===== config.mk =====
export PLATFORM = sky130hd
export DESIGN_NAME = rom_load_fifo
export DESIGN_NICKNAME = d
export VERILOG_FILES = /design/src/rtl/rom_load_fifo.sv
export SDC_FILE = /design/constraint.sdc
export NUM_CORES = 1
export LEC_CHECK = 0
export CORE_MARGIN = 2
export CORE_UTILIZATION = 50
export CTS_BUF_LIST = sky130_fd_sc_hd__clkbuf_4
export DETAILED_ROUTE_END_ITERATION = 16
export PLACE_DENSITY = 0.72
export SKIP_LAST_GASP = 1
export SLEW_MARGIN = 20
export SYNTH_ARGS = -nofsm -noshare
export SYNTH_HDL_FRONTEND = slang
export SYNTH_SLANG_ARGS = --single-unit

===== constraint.sdc =====
create_clock -name CLK_VIDEO -period 3.5 [get_ports CLK_VIDEO]
set_clock_uncertainty 0.05 [all_clocks]
set_input_delay 0.7 -clock CLK_VIDEO [delete_from_list [all_inputs] [get_ports CLK_VIDEO]]
set_output_delay 0.7 -clock CLK_VIDEO [all_outputs]
set_load 0.01 [all_outputs]

===== src/rtl/rom_load_fifo.sv =====
// Download write buffer: queues host writes during a ROM download and hands
// them one at a time to a memory writer over a toggle req/ack handshake.
// Tracks the loaded ROM size, flags dropped writes and signals completion.
module rom_load_fifo #(
    parameter int DW    = 16,
    parameter int AW    = 25,
    parameter int DEPTH = 4,
    parameter int SWAP  = 1
) (
    input  logic          CLK_VIDEO,
    input  logic          reset,
    input  logic          download,
    input  logic          wr,
    input  logic [AW-1:0] addr,
    input  logic [DW-1:0] din,
    output logic          wait_o,
    output logic          we_req,
    input  logic          we_ack,
    output logic [AW-1:0] wraddr,
    output logic [DW-1:0] dout,
    output logic [AW-1:0] romsz,
    output logic          overflow,
    output logic          done
);

    localparam int PW = $clog2(DEPTH);
    localparam int CW = PW + 1;
    localparam int EW = AW + DW;

    typedef enum logic {IDLE = 1'b0, BUSY = 1'b1} state_t;

    logic [EW-1:0] r_mem [DEPTH];
    logic [PW-1:0] r_wr_ptr;
    logic [PW-1:0] r_rd_ptr;
    logic [CW-1:0] r_count;
    logic [CW-1:0] w_count_next;
    state_t        r_state;
    state_t        w_state_next;
    logic          r_we_req;
    logic          r_wait;
    logic [AW-1:0] r_wraddr;
    logic [DW-1:0] r_dout;
    logic [AW-1:0] r_romsz;
    logic          r_overflow;
    logic          r_done;
    logic          r_pending;
    logic          r_dl_prev;

    logic          w_push;
    logic          w_drop;
    logic          w_pop;
    logic          w_launch;
    logic          w_rise;
    logic          w_fall;
    logic          w_arm;
    logic          w_done_cond;
    logic          w_wait_next;
    logic [EW-1:0] w_head;
    logic [AW-1:0] w_head_addr;
    logic [DW-1:0] w_head_data;
    logic [DW-1:0] w_head_out;
    logic [AW-1:0] w_end;
    logic [AW-1:0] w_romsz_base;

    // Full is judged on the count before any pop in the same cycle.
    assign w_push = wr & download & (r_count < CW'(DEPTH));
    assign w_drop = wr & download & (r_count == CW'(DEPTH));

    assign w_rise = download & ~r_dl_prev;
    assign w_fall = ~download & r_dl_prev;

    assign w_head      = r_mem[r_rd_ptr];
    assign w_head_addr = w_head[EW-1:DW];
    assign w_head_data = w_head[DW-1:0];

    generate
        if (DW == 16 && SWAP != 0) begin : g_swap
            assign w_head_out = {w_head_data[7:0], w_head_data[15:8]};
        end else begin : g_noswap
            assign w_head_out = w_head_data;
        end
    endgenerate

    // Drain FSM: launch the head when idle, retire it when the ack catches up.
    always_comb begin
        w_state_next = r_state;
        w_launch     = 1'b0;
        w_pop        = 1'b0;
        case (r_state)
            IDLE: begin
                if (r_count != '0) begin
                    w_launch     = 1'b1;
                    w_state_next = BUSY;
                end
            end
            BUSY: begin
                if (we_ack == r_we_req) begin
                    w_pop        = 1'b1;
                    w_state_next = IDLE;
                end
            end
            default: w_state_next = IDLE;
        endcase
    end

    // Occupancy bookkeeping and backpressure / completion conditions.
    always_comb begin
        w_count_next = r_count;
        case ({w_push, w_pop})
            2'b10:   w_count_next = r_count + CW'(1);
            2'b01:   w_count_next = r_count - CW'(1);
            default: w_count_next = r_count;
        endcase
        w_wait_next  = (w_count_next >= CW'(DEPTH - 1)) |
                       ((r_state != IDLE) & (r_count >= CW'(DEPTH - 1)));
        w_arm        = r_pending | w_fall;
        w_done_cond  = w_arm & ~download & (r_count == '0) & (r_state == IDLE);
        w_romsz_base = w_rise ? '0 : r_romsz;
        w_end        = addr + AW'(DW / 8);
    end

    // FIFO storage; no reset so it can map onto RAM resources.
    always_ff @(posedge CLK_VIDEO) begin
        if (w_push) begin
            r_mem[r_wr_ptr] <= {addr, din};
        end
    end

    // Pointers, count, FSM state and the handshake registers.
    always_ff @(posedge CLK_VIDEO) begin
        if (reset) begin
            r_wr_ptr <= '0;
            r_rd_ptr <= '0;
            r_count  <= '0;
            r_state  <= IDLE;
            r_we_req <= 1'b0;
            r_wait   <= 1'b0;
            r_wraddr <= '0;
            r_dout   <= '0;
        end else begin
            if (w_push) r_wr_ptr <= r_wr_ptr + PW'(1);
            if (w_pop)  r_rd_ptr <= r_rd_ptr + PW'(1);
            r_count <= w_count_next;
            r_state <= w_state_next;
            r_wait  <= w_wait_next;
            if (w_launch) begin
                r_wraddr <= w_head_addr;
                r_dout   <= w_head_out;
                r_we_req <= ~r_we_req;
            end
        end
    end

    // ROM size, overflow flag and download-complete pulse.
    always_ff @(posedge CLK_VIDEO) begin
        if (reset) begin
            r_romsz    <= '0;
            r_overflow <= 1'b0;
            r_done     <= 1'b0;
            r_pending  <= 1'b0;
            r_dl_prev  <= 1'b0;
        end else begin
            r_dl_prev <= download;
            if (w_push && (w_end > w_romsz_base)) r_romsz <= w_end;
            else                                  r_romsz <= w_romsz_base;
            r_overflow <= (w_rise ? 1'b0 : r_overflow) | w_drop;
            r_done     <= w_done_cond;
            r_pending  <= w_rise ? 1'b0 : (w_arm & ~w_done_cond);
        end
    end

    assign wait_o   = r_wait;
    assign we_req   = r_we_req;
    assign wraddr   = r_wraddr;
    assign dout     = r_dout;
    assign romsz    = r_romsz;
    assign overflow = r_overflow;
    assign done     = r_done;

endmodule


-- After elaboration in Yosys (flattened, before gate mapping)
Memory sizes are Yosys's and may differ from the RTL's. A register that Yosys moved wholly into a read port is not among the register bits.
Index checks and enable logic that the tools add are counted.
- bits in registers: 39
- RAM bits: 164
- output and inout bits: 70
- word-level logic and storage cells: 59
- memories kept: 1
- memories (name ; words ; bits a word ; read ports ; clocked after Yosys merged registers in ; wr ports ; RTL line ; source):
    r_mem ; 4 ; 41 ; 1 ; 1 ; 1 ; 32 ; logic [EW-1:0] r_mem [DEPTH];
- $add $sub $neg: 5
- order comparisons: 4
- equality and inequality tests: 4
- muxes and demuxes: 12
- bitwise gates (word level): 18
- reductions and logical operators: 4
- operators by type and width (operator ; number):
    2-to-1 mux 25 bit ; 2
    adder 25 x 2 -> 25 bit (second input constant) ; 1
    > comparator 25 bit ; 1
    AND 1 bit ; 10
    2-to-1 mux 1 bit ; 8
    greater-or-equal comparator 3 x 2 -> 1 bit (second input constant) ; 2
    one-hot mux 3 bit (2 select lines) ; 1
    NOT 1 bit ; 5
    adder 2 x 1 -> 2 bit (second input constant) ; 2
    adder 3 x 1 -> 3 bit (second input constant) ; 1
    == test 3 bit (second input constant) ; 1
    zero test 3 bit ; 1
    less-than comparator 3 bit (second input constant) ; 1
    bitwise OR 1 bit ; 3
    nonzero test 3 bit ; 1
    subtractor 3 x 1 -> 3 bit (second input constant) ; 1
    == test 2 x 1 -> 1 bit (second input constant) ; 1
    == test 2 bit (second input constant) ; 1
    one-hot mux 1 bit (2 select lines) ; 1
    OR reduction 2 bit ; 1
    == test 1 bit ; 1
    logical AND 1 bit ; 1

-- Logic depth before layout (Yosys ltp)
- depth after elaboration: 8
- gate-level depth with buffers: 13
- depth with buffers taken out: 12

-- Least setup slack after synthesis
Ideal clock, no wire load.
- path type: input -> register
- start: in addr[1]
- end: reg r_romsz[22] (netlist: romsz[22])
- library setup time: 125 ps
- data arrival time: 3153 ps
- path slack: 172 ps
- stages: 13
- path buffers: 1
- cell sequence: ha_1 -> nand3_1 -> nor3_1 -> nand4_1 -> xnor2_1 -> ha_1 -> nand4_2 -> nor4_4 -> inv_2 -> o211a_4 -> buf_6 -> nor3_1 -> a211oi_2
- longest elaborated chain between the ends: 4
- RTL lines (element ; RTL line ; source):
    start: declaration ; 14 ; input logic [AW-1:0] addr,
    adder 25 x 2 -> 25 bit * ; 119 ; w_end = addr + AW'(DW / 8);
    > comparator 25 bit ; 164 ; if (w_push && (w_end > w_romsz_base)) r_romsz <= w_end;
    logical AND 1 bit ; 164 ;
    2-to-1 mux 25 bit * ; 164 ;
    end signal: assignment ; 164 ;
    end signal: assignment ; 165 ; else r_romsz <= w_romsz_base;
    end: declaration ; 43 ; logic [AW-1:0] r_romsz;
Mark *: on every way between the ends. The rest lies on a longest branch, timed or not.
A chain may end at the register's enable or synchronous reset.

-- Worst setup path after layout
- start: in addr[10]
- end: reg r_romsz[3] (netlist: romsz[3])
- longest elaborated chain between the ends: 4
- RTL lines (element ; RTL line):
    adder 25 x 2 -> 25 bit ; 119
    > comparator 25 bit ; 164
    logical AND 1 bit ; 164
    2-to-1 mux 25 bit ; 164
Every way passes these cells.

==> metrics.txt <==
H-tree levels 2; synthesis-stage register bit count 244; die width 147.1 um; Internal 0.005602 W; CTS max path bufs 3; Routed WL 23.72 mm; most area-hungry cell type in the Yosys netlist edfxtp_1; switching part of the total power 28.79%; f_max 290.3 MHz; GRT Resource Usage Total 22.23%; die area 0.02163 mm2; Leak 4.674 nW; Synthesized Nets 805; HP Class primary input to flop; Final setup viols 0; FP Rows 52; Peak VDD IR 0.0004373 V; grt ovf 0; core area 0.02017 mm2; Port Buf Inserts 115; pre-CTS WS -0.8802 ns; first-pass GRT wire length 37.56 mm; gpl congestion 0.8776; Setup TNS 0 ns; status complete, no violations; fin crit period 3.445 ns; sequential power share 45.8%; clock sink total 244; Worst-Skew Late Latency 0.68 ns; Slew headroom 40.77%; starting density of the core 50.74%; CTS tree yes; Power Dens Cells 595.3 mW/mm2; P_sw 0.002265 W; Post-DRT Antenna Nets 0; number of enable-type register cells in the synthesized netlist 164; top-count cell post-synth edfxtp_1; slew at the pin closest to its max-slew limit 0.8864 ns; crit-path max FO 11; area growth from synthesis to layout 29.11%; largest net degree at the start of global routing 52; Slew Viols, Final 0; post-route setup slack 0.05514 ns; hold path start addr[2]; nature of the critical path startpoint primary input; reg2reg setup slack 0.57 ns; Post-synth top cells edfxtp_1 (164), nand2_1 (128), dfxtp_1 (80), a21oi_1 (52), mux4_2 (41); layout cells sized above 1 28.90%; clock slew at reported path FFs 0.06 ns; Post-Syn Instances 727; Clk network pwr share 31.2%; CP Data Required Time 4.02 ns; CP arrival 3.97 ns; fillers 1527; max_cap viols 0; sequential area share after synthesis 63.77%; Worst Setup SP addr[10]; TritonCTS buffer count 61; initial antenna violation count 1; routed vias 6901; reg2reg start r_dl_prev; Clk Tree Root Cell clkbuf_4; top cell type's share of synthesized area 48.12%; synth top area cells edfxtp_1 (48%), dfxtp_1 (16%), mux4_2 (9.0%); synthesized area 0.01023 mm2; final net count 1026; post-layout util 65.51%; Worst Setup End Kind flop; CP Class primary input to flop; distinct cell type count after synthesis 54; hold_buf cts 0; die height 147.1 um; Final HPWL DP 15.00 mm; Via-to-Cell Ratio 5.430; Primary FF master, synth edfxtp_1; number of global-route vias before repair 7292; DRT Pass-1 Iters 4; 1st-iter DRT viols 331; asr flop ratio synth 0%; per-cell routed wire length 18.66 um; average cell area after synthesis 14.08 um2; Ys Warns 0; combinational power share 23.0%; fin crit share 98.42%; Post-route DRC 0; Hold Vio Cnt, Final 0; Ports 116
-- layer usage --
metal	share of wire [%]	track usage, %	vias to the layer above
met2	49	36.00	244
met3	6.4	4.752	30
met1	43	30.21	3410
met5	0	0	-
li1	-	-	3217
met4	1.7	7.500	0
-- area by class of cell --
type,count,area (um2),area share [%]
Timing Repair Buffer,197,1866,14.12
Tap cell,270,337.8,2.557
Clock inverter,17,101.3,0.7670
Clock buffer,98,735.7,5.568
Multi-Input combinational cell,436,3607,27.30
Sequential cell,244,6534,49.45
Antenna cell,1,2.502,0.01894
Inverter,8,30.03,0.2273
-- placed cells by master, fill, tap and decap left out, types with 4 or more instances in the layout --
| cell type | Yosys | routed |
|---|---|---|
| xnor2_1 | 23 | 17 |
| mux4_2 | 41 | 41 |
| nand4_1 | 12 | 12 |
| o21ai_1 | 17 | 18 |
| and4_1 | 6 | 6 |
| xor2_1 | 7 | 5 |
| clkbuf_4 | 0 | 98 |
| edfxtp_1 | 164 | 164 |
| clkdlybuf4s50_1 | 0 | 108 |
| and3_1 | 4 | 4 |
| nor3_2 | 10 | 12 |
| buf_12 | 1 | 6 |
| nor3_1 | 11 | 9 |
| and2_2 | 0 | 4 |
| inv_1 | 6 | 6 |
| dfxtp_1 | 80 | 78 |
| xnor2_2 | 0 | 6 |
| a211oi_2 | 13 | 14 |
| nand2_1 | 128 | 128 |
| dlymetal6s2s_1 | 0 | 6 |
| ha_1 | 31 | 30 |
| nor2_1 | 25 | 23 |
| nand3_1 | 9 | 8 |
| clkinv_1 | 1 | 13 |
| buf_4 | 1 | 74 |
| and2_1 | 8 | 4 |
| a21oi_1 | 52 | 52 |
-- critical path, cell delays in order --
cell and delay (ns):
clkdlybuf4s50_1 0.48, and4_1 0.24, and3_1 0.24, buf_4 0.14
buf_4 0.09, nand2_1 0.05, xnor2_1 0.32, ha_1 0.24
nand4_2 0.15, nor4_4 0.35, inv_2 0.11, o211ai_4 0.37
nand2_8 0.16, a211oi_1 0.30
-- power groups by stage --
| stage | Combinational [W] | Clock (W) | Sequential (W) |
|---|---|---|---|
| 2_1_floorplan | 0.000991 | 0 | 0.00364 |
| 3_3_place_gp | 0.00176 | 0 | 0.00366 |
| 3_5_place_dp | 0.00179 | 0 | 0.00368 |
| 4_1_cts | 0.00182 | 0.00252 | 0.00362 |
| 5_1_grt | 0.00199 | 0.00265 | 0.00366 |
| 6_report | 0.00181 | 0.00245 | 0.00360 |
-- flip-flops by register name, indices dropped and copies added, names as in the netlist, 2 cells and up --
| register | cells |
|---|---|
| dout | 16 |
| r_rd_ptr | 2 |
| wraddr | 25 |
| r_count | 3 |
| romsz | 25 |
| r_wr_ptr | 2 |
| r_mem | 164 |
-- path summary, 6_finish.rpt --
check	end	depth (start not counted)
min reg2reg	dout[8]	2
min	r_mem[1][18]	2
max	romsz[3]	14
max reg2reg	romsz[3]	10
-- per-stage QoR --
stage	cell area (um2)	total power (W)	std cells	hold slack [ns]
after floorplan	10230	0.004632	727	0.4192
after global placement	12150	0.005418	1148	0.3915
after detailed placement	12150	0.005467	1148	0.3983
after CTS	13070	0.007951	1266	0.3496
after global routing	13210	0.008294	1271	0.3547
final	13210	0.007867	1271	0.3763
-- cell families after synthesis --
logic type | count (synthesis) | share of synthesized area [%]
buffers and inverters | 49 | 2.677
adder cells (fa/ha/maj) | 32 | 3.985
AO/OA/AOI/OAI | 104 | 7.115
AND/OR/NAND/NOR | 226 | 10.77
flip-flops | 244 | 63.77
XOR/XNOR | 30 | 2.567
multiplexers | 42 | 9.120
-- repair_timing --
| item | CTS | global route |
|---|---|---|
| gates cloned | 1 | 1 |
| setup endpoints to repair | 23 | 25 |
| resized for setup | 8 | 21 |
| setup buffers | 2 | 3 |
| pin swaps | 3 | 8 |
(Power assumes the default switching activity.)
